==> src/rtl/spi_master_if.sv <==
// SPI master bundle: byte-stream handshake toward the host plus the four SPI pins.
// Ports: tx_data/tx_last/tx_valid/tx_ready, rx_data/rx_valid, busy, spi_sck/mosi/miso/cs_n.
interface spi_master_if;
    logic [7:0] tx_data;
    logic       tx_last;
    logic       tx_valid;
    logic       tx_ready;
    logic [7:0] rx_data;
    logic       rx_valid;
    logic       busy;
    logic       spi_sck;
    logic       spi_mosi;
    logic       spi_miso;
    logic       spi_cs_n;

    modport master (
        input  tx_data, tx_last, tx_valid, spi_miso,
        output tx_ready, rx_data, rx_valid, busy,
        output spi_sck, spi_mosi, spi_cs_n
    );

    modport slave (
        output tx_data, tx_last, tx_valid, spi_miso,
        input  tx_ready, rx_data, rx_valid, busy,
        input  spi_sck, spi_mosi, spi_cs_n
    );
endinterface

==> src/rtl/spi_master.sv <==
// SPI mode-0 master: streams bytes MSB first under one chip-select burst per tx_last.
// Ports: clk_80, rst_n (sync, active low), bus (spi_master_if.master).
module spi_master #(
    parameter int unsigned HALF_PERIOD = 4,
    parameter int unsigned CS_GAP      = 2
) (
    input  logic         clk_80,
    input  logic         rst_n,
    spi_master_if.master bus
);
    typedef enum logic [1:0] {IDLE, SHIFT, NEXT, END} state_t;

    localparam logic [7:0] HP_M1  = 8'(HALF_PERIOD - 1);
    localparam logic [7:0] GAP_M1 = 8'(CS_GAP - 1);

    state_t     r_state;
    logic [7:0] r_div;
    logic [7:0] r_half;
    logic [7:0] r_tx;
    logic [7:0] r_rx;
    logic [7:0] r_rx_data;
    logic       r_rx_valid;
    logic       r_last;
    logic       r_gap;
    logic       r_sck;
    logic       r_mosi;
    logic       r_cs_n;
    logic       r_tx_ready;
    logic       r_busy;

    logic       w_accept;
    logic       w_div_done;

    assign w_accept   = bus.tx_valid && r_tx_ready;
    assign w_div_done = (r_div == HP_M1);

    assign bus.tx_ready = r_tx_ready;
    assign bus.rx_data  = r_rx_data;
    assign bus.rx_valid = r_rx_valid;
    assign bus.busy     = r_busy;
    assign bus.spi_sck  = r_sck;
    assign bus.spi_mosi = r_mosi;
    assign bus.spi_cs_n = r_cs_n;

    always_ff @(posedge clk_80) begin
        if (!rst_n) begin
            r_state    <= IDLE;
            r_div      <= 8'd0;
            r_half     <= 8'd0;
            r_tx       <= 8'd0;
            r_rx       <= 8'd0;
            r_rx_data  <= 8'd0;
            r_rx_valid <= 1'b0;
            r_last     <= 1'b0;
            r_gap      <= 1'b0;
            r_sck      <= 1'b0;
            r_mosi     <= 1'b0;
            r_cs_n     <= 1'b1;
            r_tx_ready <= 1'b0;
            r_busy     <= 1'b0;
        end else begin
            r_rx_valid <= 1'b0;
            unique case (r_state)
                IDLE, NEXT: begin
                    if (w_accept) begin
                        r_state    <= SHIFT;
                        r_tx_ready <= 1'b0;
                        r_busy     <= 1'b1;
                        r_cs_n     <= 1'b0;
                        r_tx       <= bus.tx_data;
                        r_mosi     <= bus.tx_data[7];
                        r_last     <= bus.tx_last;
                        r_div      <= 8'd0;
                        r_half     <= 8'd0;
                    end else if (r_state == IDLE) begin
                        // ready comes up one cycle after reset release
                        r_tx_ready <= 1'b1;
                    end
                end
                SHIFT: begin
                    if (w_div_done) begin
                        r_div  <= 8'd0;
                        r_half <= r_half + 8'd1;
                        r_sck  <= ~r_sck;
                        if (!r_sck) begin
                            r_rx <= {r_rx[6:0], bus.spi_miso};
                        end else if (r_half == 8'd15) begin
                            // 8th fall: r_rx already holds all 8 bits
                            r_rx_data  <= r_rx;
                            r_rx_valid <= 1'b1;
                            if (r_last) begin
                                r_state <= END;
                                r_gap   <= 1'b0;
                            end else begin
                                r_state    <= NEXT;
                                r_tx_ready <= 1'b1;
                            end
                        end else begin
                            r_mosi <= r_tx[6];
                            r_tx   <= {r_tx[6:0], 1'b0};
                        end
                    end else begin
                        r_div <= r_div + 8'd1;
                    end
                end
                END: begin
                    // hold phase keeps cs low, gap phase keeps it high
                    if (!r_gap) begin
                        if (w_div_done) begin
                            r_div  <= 8'd0;
                            r_gap  <= 1'b1;
                            r_cs_n <= 1'b1;
                        end else begin
                            r_div <= r_div + 8'd1;
                        end
                    end else if (r_div == GAP_M1) begin
                        r_state    <= IDLE;
                        r_busy     <= 1'b0;
                        r_tx_ready <= 1'b1;
                        r_mosi     <= 1'b0;
                    end else begin
                        r_div <= r_div + 8'd1;
                    end
                end
            endcase
        end
    end
endmodule

==> src/flat_wrapper.sv <==
// flat-port wrapper written by rule: the top's interface ports become plain ports
module spi_master_flat 
#(
    parameter int unsigned HALF_PERIOD = 4,
    parameter int unsigned CS_GAP      = 2
)
  (clk_80, rst_n, bus_tx_data, bus_tx_last, bus_tx_valid, bus_spi_miso, bus_tx_ready, bus_rx_data, bus_rx_valid, bus_busy, bus_spi_sck, bus_spi_mosi, bus_spi_cs_n);
  spi_master_if bus_i ();
  input  logic clk_80;
  input  logic rst_n;
  input wire logic [$bits(bus_i.tx_data)-1:0] bus_tx_data;
  input wire logic [$bits(bus_i.tx_last)-1:0] bus_tx_last;
  input wire logic [$bits(bus_i.tx_valid)-1:0] bus_tx_valid;
  input wire logic [$bits(bus_i.spi_miso)-1:0] bus_spi_miso;
  output wire logic [$bits(bus_i.tx_ready)-1:0] bus_tx_ready;
  output wire logic [$bits(bus_i.rx_data)-1:0] bus_rx_data;
  output wire logic [$bits(bus_i.rx_valid)-1:0] bus_rx_valid;
  output wire logic [$bits(bus_i.busy)-1:0] bus_busy;
  output wire logic [$bits(bus_i.spi_sck)-1:0] bus_spi_sck;
  output wire logic [$bits(bus_i.spi_mosi)-1:0] bus_spi_mosi;
  output wire logic [$bits(bus_i.spi_cs_n)-1:0] bus_spi_cs_n;
  assign bus_i.tx_data = bus_tx_data;
  assign bus_i.tx_last = bus_tx_last;
  assign bus_i.tx_valid = bus_tx_valid;
  assign bus_i.spi_miso = bus_spi_miso;
  assign bus_tx_ready = bus_i.tx_ready;
  assign bus_rx_data = bus_i.rx_data;
  assign bus_rx_valid = bus_i.rx_valid;
  assign bus_busy = bus_i.busy;
  assign bus_spi_sck = bus_i.spi_sck;
  assign bus_spi_mosi = bus_i.spi_mosi;
  assign bus_spi_cs_n = bus_i.spi_cs_n;
  spi_master #(.HALF_PERIOD(HALF_PERIOD), .CS_GAP(CS_GAP)) u_core (.clk_80(clk_80), .rst_n(rst_n), .bus(bus_i));
endmodule
==> config.mk <==
export PLATFORM = sky130hd
export DESIGN_NAME = spi_master_flat
export DESIGN_NICKNAME = d
export VERILOG_FILES = /design/src/rtl/spi_master_if.sv /design/src/rtl/spi_master.sv /design/src/flat_wrapper.sv
export SDC_FILE = /design/constraint.sdc
export NUM_CORES = 1
export LEC_CHECK = 0
export CORE_MARGIN = 2
export CORE_UTILIZATION = 45
export DETAILED_ROUTE_END_ITERATION = 6
export GPL_ROUTABILITY_DRIVEN = 0
export PLACE_DENSITY_LB_ADDON = 0.05
export SYNTH_ARGS = -nofsm -noshare
export SYNTH_HDL_FRONTEND = slang
export SYNTH_SLANG_ARGS = --single-unit
==> constraint.sdc <==
create_clock -name clk_80 -period 2.5 [get_ports clk_80]
set_clock_uncertainty 0.05 [all_clocks]
set_input_delay 0.25 -clock clk_80 [delete_from_list [all_inputs] [get_ports clk_80]]
set_output_delay 0.25 -clock clk_80 [all_outputs]
set_load 0.02 [all_outputs]
==> results by group, run 1 <==
Run status
  • Status: finished, final reports clean

Worst setup path
  • Arr. time, crit path: 2310 ps
  • CP endpoint: u_core.r_half[3]
  • WS Path Type: flop to flop
  • Slowest stage delay, CP: 460 ps
  • Critical-path cell list: ha_1 -> nor3b_2 -> nand3_2 -> or3_1 -> a21oi_1
  • Crit end category: flop
  • Crit path required time: 2680 ps
  • CP max stage cell: nor3b_2
  • RR Endpoint: u_core.r_half[3]
  • FF-to-FF Start: u_core.r_div[0]
  • Crit. Startpoint: u_core.r_div[0]
  • Cells on worst reg2reg path: 5
  • Flop2flop setup slack: 370 ps
  • Critical Path Start Type: flop
  • Max FO, Critical Path: 7

Cells and area
  • Fill cells: 483
  • Area growth syn-to-layout: 19.72%
  • Commonest non-fill, non-tap cell in the layout: dfxtp_1
  • Reg area: 980.9 um^2
  • Ant. Diodes: 0
  • Commonest cells after routing, fill and taps aside: dfxtp_1 (49), clkdlybuf4s50_1 (26), nor2_1 (25)
  • Layout cells sized above 1: 0.1208
  • Area of the multi-input gates: 1274 um^2
  • Nets: 313

Run
  • Maxcap violations: 0

Clocking
  • Total CTS buffers: 5
  • Clk pin slew, worst setup/hold paths: 100 ps
  • CTS Buffer Depth: 2
  • H-tree levels: 2
  • CTS sink cnt: 49
  • Setup Fix Bufs, Post-CTS: 0
  • Post-CTS sizing: 0
  • Clk root buf: clkbuf_8
  • CTS tree: done
  • CTS Hold Bufs: 0
  • Clk_lat worst skew: 300 ps

Routing
  • Wire per inst: 14.38 um
  • Drc violations: 0
  • ANT nets after route: 0
  • Met3 WL: 241 um
  • Final WL: 5.290 mm
  • 1st-iter DRT viols: 82
  • Via density: 5.590
  • Met2 WL: 2.437 mm
  • Drt pass-1 iters: 5
  • Top Metal Used: met4
  • Routed length on met1: 2.574 mm
  • Vias post-DR: 2057

STA
  • Setup Viol. Count Final: 0
  • Worst slew pin tran: 814.4 ps
  • Tcrit/Tclk final: 0.8516
  • Max Clk Rate: 469.7 MHz
  • Hold Fails Final Rpt: 0
  • Hold_ws: 422.0 ps
  • Setup WS post-layout: 371.0 ps
  • Final Max Slew Viols: 0
  • Slew margin rel.: 0.4571
  • Min Clock Period, post-route: 2129 ps
  • RSZ-0062 raised after global routing: false
  • Setup TNS: 0 ps

Global routing
  • Gr usage total: 0.1944
  • Number of global-route vias before repair: 1945
  • First-pass GRT wire length: 9.363 mm
  • Antenna violations before repair: 0
  • GRT overflow: 0
  • Largest net degree at the start of global routing: 22

Logic synthesis
  • #FFs+latches synth: 49
  • Synth Warn #: 0
  • Sequential element share of the synthesized area: 0.4202
  • Post-Syn Area: 2335 um^2
  • Synth cell types: 58
  • Syn Nets: 283
  • Asr flop ratio synth: 0
  • Cells after Synth: 267
  • Predominant post-synthesis flop cell: dfxtp_1
  • Syn_area_per_cell: 8.744 um^2
  • EDFF count, synth: 0

Floorplanning
  • Die width: 76.03 um
  • Core area: 5042 um^2
  • Die area: 5781 um^2
  • Num rows: 26
  • Starting Density: 0.4630
  • IO Pins: 27
  • Die Span Y: 76.03 um

Pwr
  • Total power: 1.549 mW
  • Leak pwr: 0.9719 nW
  • P per Cell Area: 554.3 nW/um^2
  • Worst vdd ir: 250.8 uV

Placement
  • Port Buffer Count: 26
  • Hpwl dp: 3.755 mm
  • Dpl ws: 347.4 ps

Worst hold path
  • Hold WC Path Type: flop to flop
## Yosys cell counts (all sizes together), types with 2 or more instances
| cell | count | area share |
|---|---|---|
| o211ai | 3 | 0.0096 |
| nor3b | 2 | 0.0086 |
| and2 | 3 | 0.0080 |
| nor3 | 3 | 0.0086 |
| nor4 | 5 | 0.020 |
| o221a | 6 | 0.029 |
| nand3 | 25 | 0.056 |
| buf | 4 | 0.0086 |
| o31ai | 3 | 0.016 |
| xor2 | 6 | 0.023 |
| nor2 | 27 | 0.048 |
| nand4b | 2 | 0.0075 |
| inv | 6 | 0.0096 |
| mux2i | 10 | 0.043 |
| ha | 3 | 0.016 |
| nand4 | 9 | 0.024 |
| o21ai | 14 | 0.030 |
| a21boi | 2 | 0.0064 |
| nand2 | 23 | 0.037 |
| a21oi | 18 | 0.039 |
| or3 | 3 | 0.0080 |
| dfxtp | 49 | 0.42 |
| nor2b | 3 | 0.0080 |
| clkbuf | 9 | 0.014 |
| and3 | 4 | 0.011 |
| o21a | 2 | 0.0064 |
| nand2b | 2 | 0.0054 |
## registers in the layout, summed over array words and instances, names as in the netlist, 2 cells and up
name                cells
u_core.r_div            8
u_core.r_state          2
u_core.r_rx             8
u_core.r_tx             7
u_core.r_half           8
u_core.bus.rx_data      8
## cell type report
cell class                      count  share of cell area
Inverter                            7            0.009400
Timing Repair Buffer               36              0.1200
Tap cell                           70             0.03133
Multi-Input combinational cell    198              0.4557
Sequential cell                    49              0.3509
Clock inverter                      3            0.008057
Clock buffer                        5             0.02462
## per-stage QoR
step	instance area, um^2	std cells	utilization
after floorplan	2335	267	-
after global placement	2704	360	0.5362
after detailed placement	2704	360	0.5362
after CTS	2795	368	0.5543
after global routing	2795	368	0.5543
final	2795	368	0.5543
## routing by layer
layer  up-vias  track usage
met5         -            0
met4         0      0.03818
met3         5      0.04384
met2        38       0.3116
met1       974       0.2715
li1       1040            -
## kinds of logic (layout without fill, tap and decap cells)
family	count (synthesis)	in the layout	synth area share
AO/OA/AOI/OAI	61	61	0.1870
XOR/XNOR	7	7	0.02626
adder cells (fa/ha/maj)	3	3	0.01608
buffers and inverters	20	51	0.03430
flip-flops	49	49	0.4201
multiplexers	11	11	0.04770
AND/OR/NAND/NOR	116	116	0.2685
## worst max-delay path, delay by kind of cell, from the launching register on
kind	cells	cell delay (ps)
AND/OR/NAND/NOR	3	1130
flip-flops	1	420
adder cells (fa/ha/maj)	1	310
AO/OA/AOI/OAI	1	150
## worst min-delay path by stage
stage / cells after the start / from / endpoint / slack, ps
6_report: 2 / u_core.r_rx[7] / u_core.r_rx[7] / 420
5_1_grt: 2 / u_core.bus.spi_mosi / u_core.bus.spi_mosi / 450
4_1_cts: 2 / u_core.r_rx[7] / u_core.r_rx[7] / 420
3_5_place_dp: 2 / u_core.r_rx[7] / u_core.r_rx[7] / 410
3_3_place_gp: 2 / u_core.r_rx[7] / u_core.r_rx[7] / 400
2_1_floorplan: 2 / bus_spi_miso / u_core.r_rx[0] / 340
## report_power, final
group          internal [mW]  switching, mW
Sequential             0.814         0.0265
Combinational          0.106          0.129
Clock                  0.199          0.275
Total                   1.12          0.431
(Power assumes the default switching activity.)
==> run 2: changes to the inputs <==
- TNS_END_PERCENT: unset -> 100
==> results of run 2 <==
The final DEF is identical to that of run 1; final timing and power are the same.
==> edit, RTL diff (settings of run 1) <==
Make the reset (`rst_n`) asynchronous in one clocked block.
--- a/src/rtl/spi_master.sv
+++ b/src/rtl/spi_master.sv
@@ -42,7 +42,7 @@
     assign bus.spi_mosi = r_mosi;
     assign bus.spi_cs_n = r_cs_n;
 
-    always_ff @(posedge clk_80) begin
+    always_ff @(posedge clk_80 or negedge rst_n) begin
         if (!rst_n) begin
             r_state    <= IDLE;
             r_div      <= 8'd0;
Behaviour: differs if rst_n is asserted again (counterexample within 4 cycles, from zero or initial values and one cycle with rst_n low); with rst_n held inactive, the same outputs for 10 cycles.
==> edit against run 1 <==
The run now ends with negative hold slack left. Fmax decreased by 8.0%. Critical path depth unchanged. Hold slack got worse by 0.44 ns. Design area increased by 5.2%. Sequential share of layout area increased by 6.7 points. Sequential cell count unchanged. Wire length decreased by 3.1%. Setup slack got worse by 0.18 ns. Area after synthesis increased by 3.4%. Count of clock-buffer cells in the layout unchanged. Highest routed layer unchanged.
Power is not compared: it rests on default switching activity, and its combinational part moved more than twofold at a synthesized area within 25%.
==> edit: results (changes against run 1) <==
outcome: "finished, violations left"
violations: "negative hold slack"
ys_top_cells_by_area: "dfrtp_1 50%, mux2_2 13%, nand2_1 3.0%"
place_inst: 314  # -13%
numPortBuffers: 26  # unchanged
viasPerCell: 5.547  # -0.77%
hold_path_class: "in -> async"
finalNonFillerCells: 322  # -13%
crit_slowest_cell: "or4_4"
cts-root-buf: "clkbuf_8"
drt_iter0_drc: 165  # +100%
antennaDiodeCount: 0  # unchanged
final_nets: 267  # -15%
r2r_end: "u_core.bus.rx_data[6]"
worst-endpoint-arrival_ns: 2.45  # +0.14 ns
grt_pass1_vias: 1808  # -7.0%
powerSeq_uw: 1230
yosysWarningCount: 0  # unchanged
grt.total_usage: 0.1899  # -0.004541
cts_resized: 0  # unchanged
clkLatencyLatePin_ns: 0.30  # about the same
peakVddDrop_mv: 0.4292
r2r_start: "u_core.r_div[3]"
post-dp-hpwl_mm: 3.688  # -1.8%
reg2reg_depth: 5  # unchanged
yosys.cell_types.count: 49  # -16%
slowest_delay_ns: 0.61  # +0.15 ns
dr.pass1.iters: 5  # unchanged
switchingPower_uw: 857.8
rrSetupSlack_ns: 0.19  # -0.18 ns
path_delay_family: "simple AND/OR/NAND/NOR gates"
cts_made_buffers: 5  # unchanged
clockBufferDepth: 2  # unchanged
holdWs_ns: -0.01885  # -0.4408 ns
power_frac_comb: 0.273
synth_nets: 229  # -19%
clk_pin_slew_worst_paths_ns: 0.09
h-tree-depth: 2  # unchanged
max_slew_margin: 0.6021  # +0.1451
antenna_found_initial: 0  # unchanged
grt_start_max_net_pins: 50  # +130%
p_leak_uw: 0.001339
finalHoldViolations: 30  # +30
wl_mm: 5.127  # -3.1%
grt_pass1_wl_mm: 9.080  # -3.0%
syn_area_per_cell_um2: 11.34  # +30%
synthTopCellsByCount: "48 x dfrtp_1, 28 x mux2_2, 19 x nand2_1"
async_flop_share: 1.000  # +1.000
drive_above_1_share: 0.2222  # +0.1014
synth-seq-area-share: 0.5083  # +0.08814
postCtsSetupBuffers: 0  # unchanged
cp_max_fo: 10  # +3
## edit: metrics by stage
| step | area, µm² | hold WS (ns) | total power [µW] | setup slack, ns |
|---|---|---|---|---|
| after floorplan | 2415 | -0.09559 | 1684 | 0.4051 |
| final | 2940 | -0.01885 | 2605 | 0.1871 |
| after global placement | 2806 | 0.3281 | 1911 | 0.2895 |
| after detailed placement | 2806 | 0.3401 | 1957 | 0.2240 |
| after global routing | 2940 | 0.04091 | 2785 | 0.1033 |
| after CTS | 2940 | 0.005248 | 2626 | 0.2004 |
## edit: worst max-delay path by stage
stage / from / to
after floorplan: u_core.r_div[3] / u_core.bus.rx_data[0]
after detailed placement: u_core.r_div[3] / u_core.bus.rx_data[4]
after CTS: u_core.r_div[3] / u_core.bus.rx_data[6]
after global placement: u_core.r_div[3] / u_core.bus.rx_data[7]
after global routing: u_core.r_div[3] / u_core.bus.rx_data[7]
final: u_core.r_div[3] / u_core.bus.rx_data[6]
## edit: layout make-up
class,count,area [µm²]
multi-input cells,152,1135
fillers,454,2200
repair buffers,36,330.3
clock inverters,3,65.06
flip-flops and latches,49,1227
inverters,7,26.28
clock buffers,5,68.82
well taps,70,87.58
## edit: logic make-up after synthesis
| group | share of synthesized area |
|---|---|
| AO/OA/AOI/OAI | 0.1233 |
| XOR/XNOR | 0.01814 |
| adder cells (fa/ha/maj) | 0.01555 |
| buffers and inverters | 0.02177 |
| flip-flops | 0.5083 |
| multiplexers | 0.1389 |
| AND/OR/NAND/NOR | 0.1741 |
## edit: per-layer routing
metal	routed length (µm)	track usage	up-vias	part of all wire
met3	195	0.03176	4	0.038
met2	2582	0.3165	36	0.50
li1	-	-	859	-
met5	0	0	-	0
met4	53	0.05893	0	0.010
met1	2297	0.2530	887	0.45
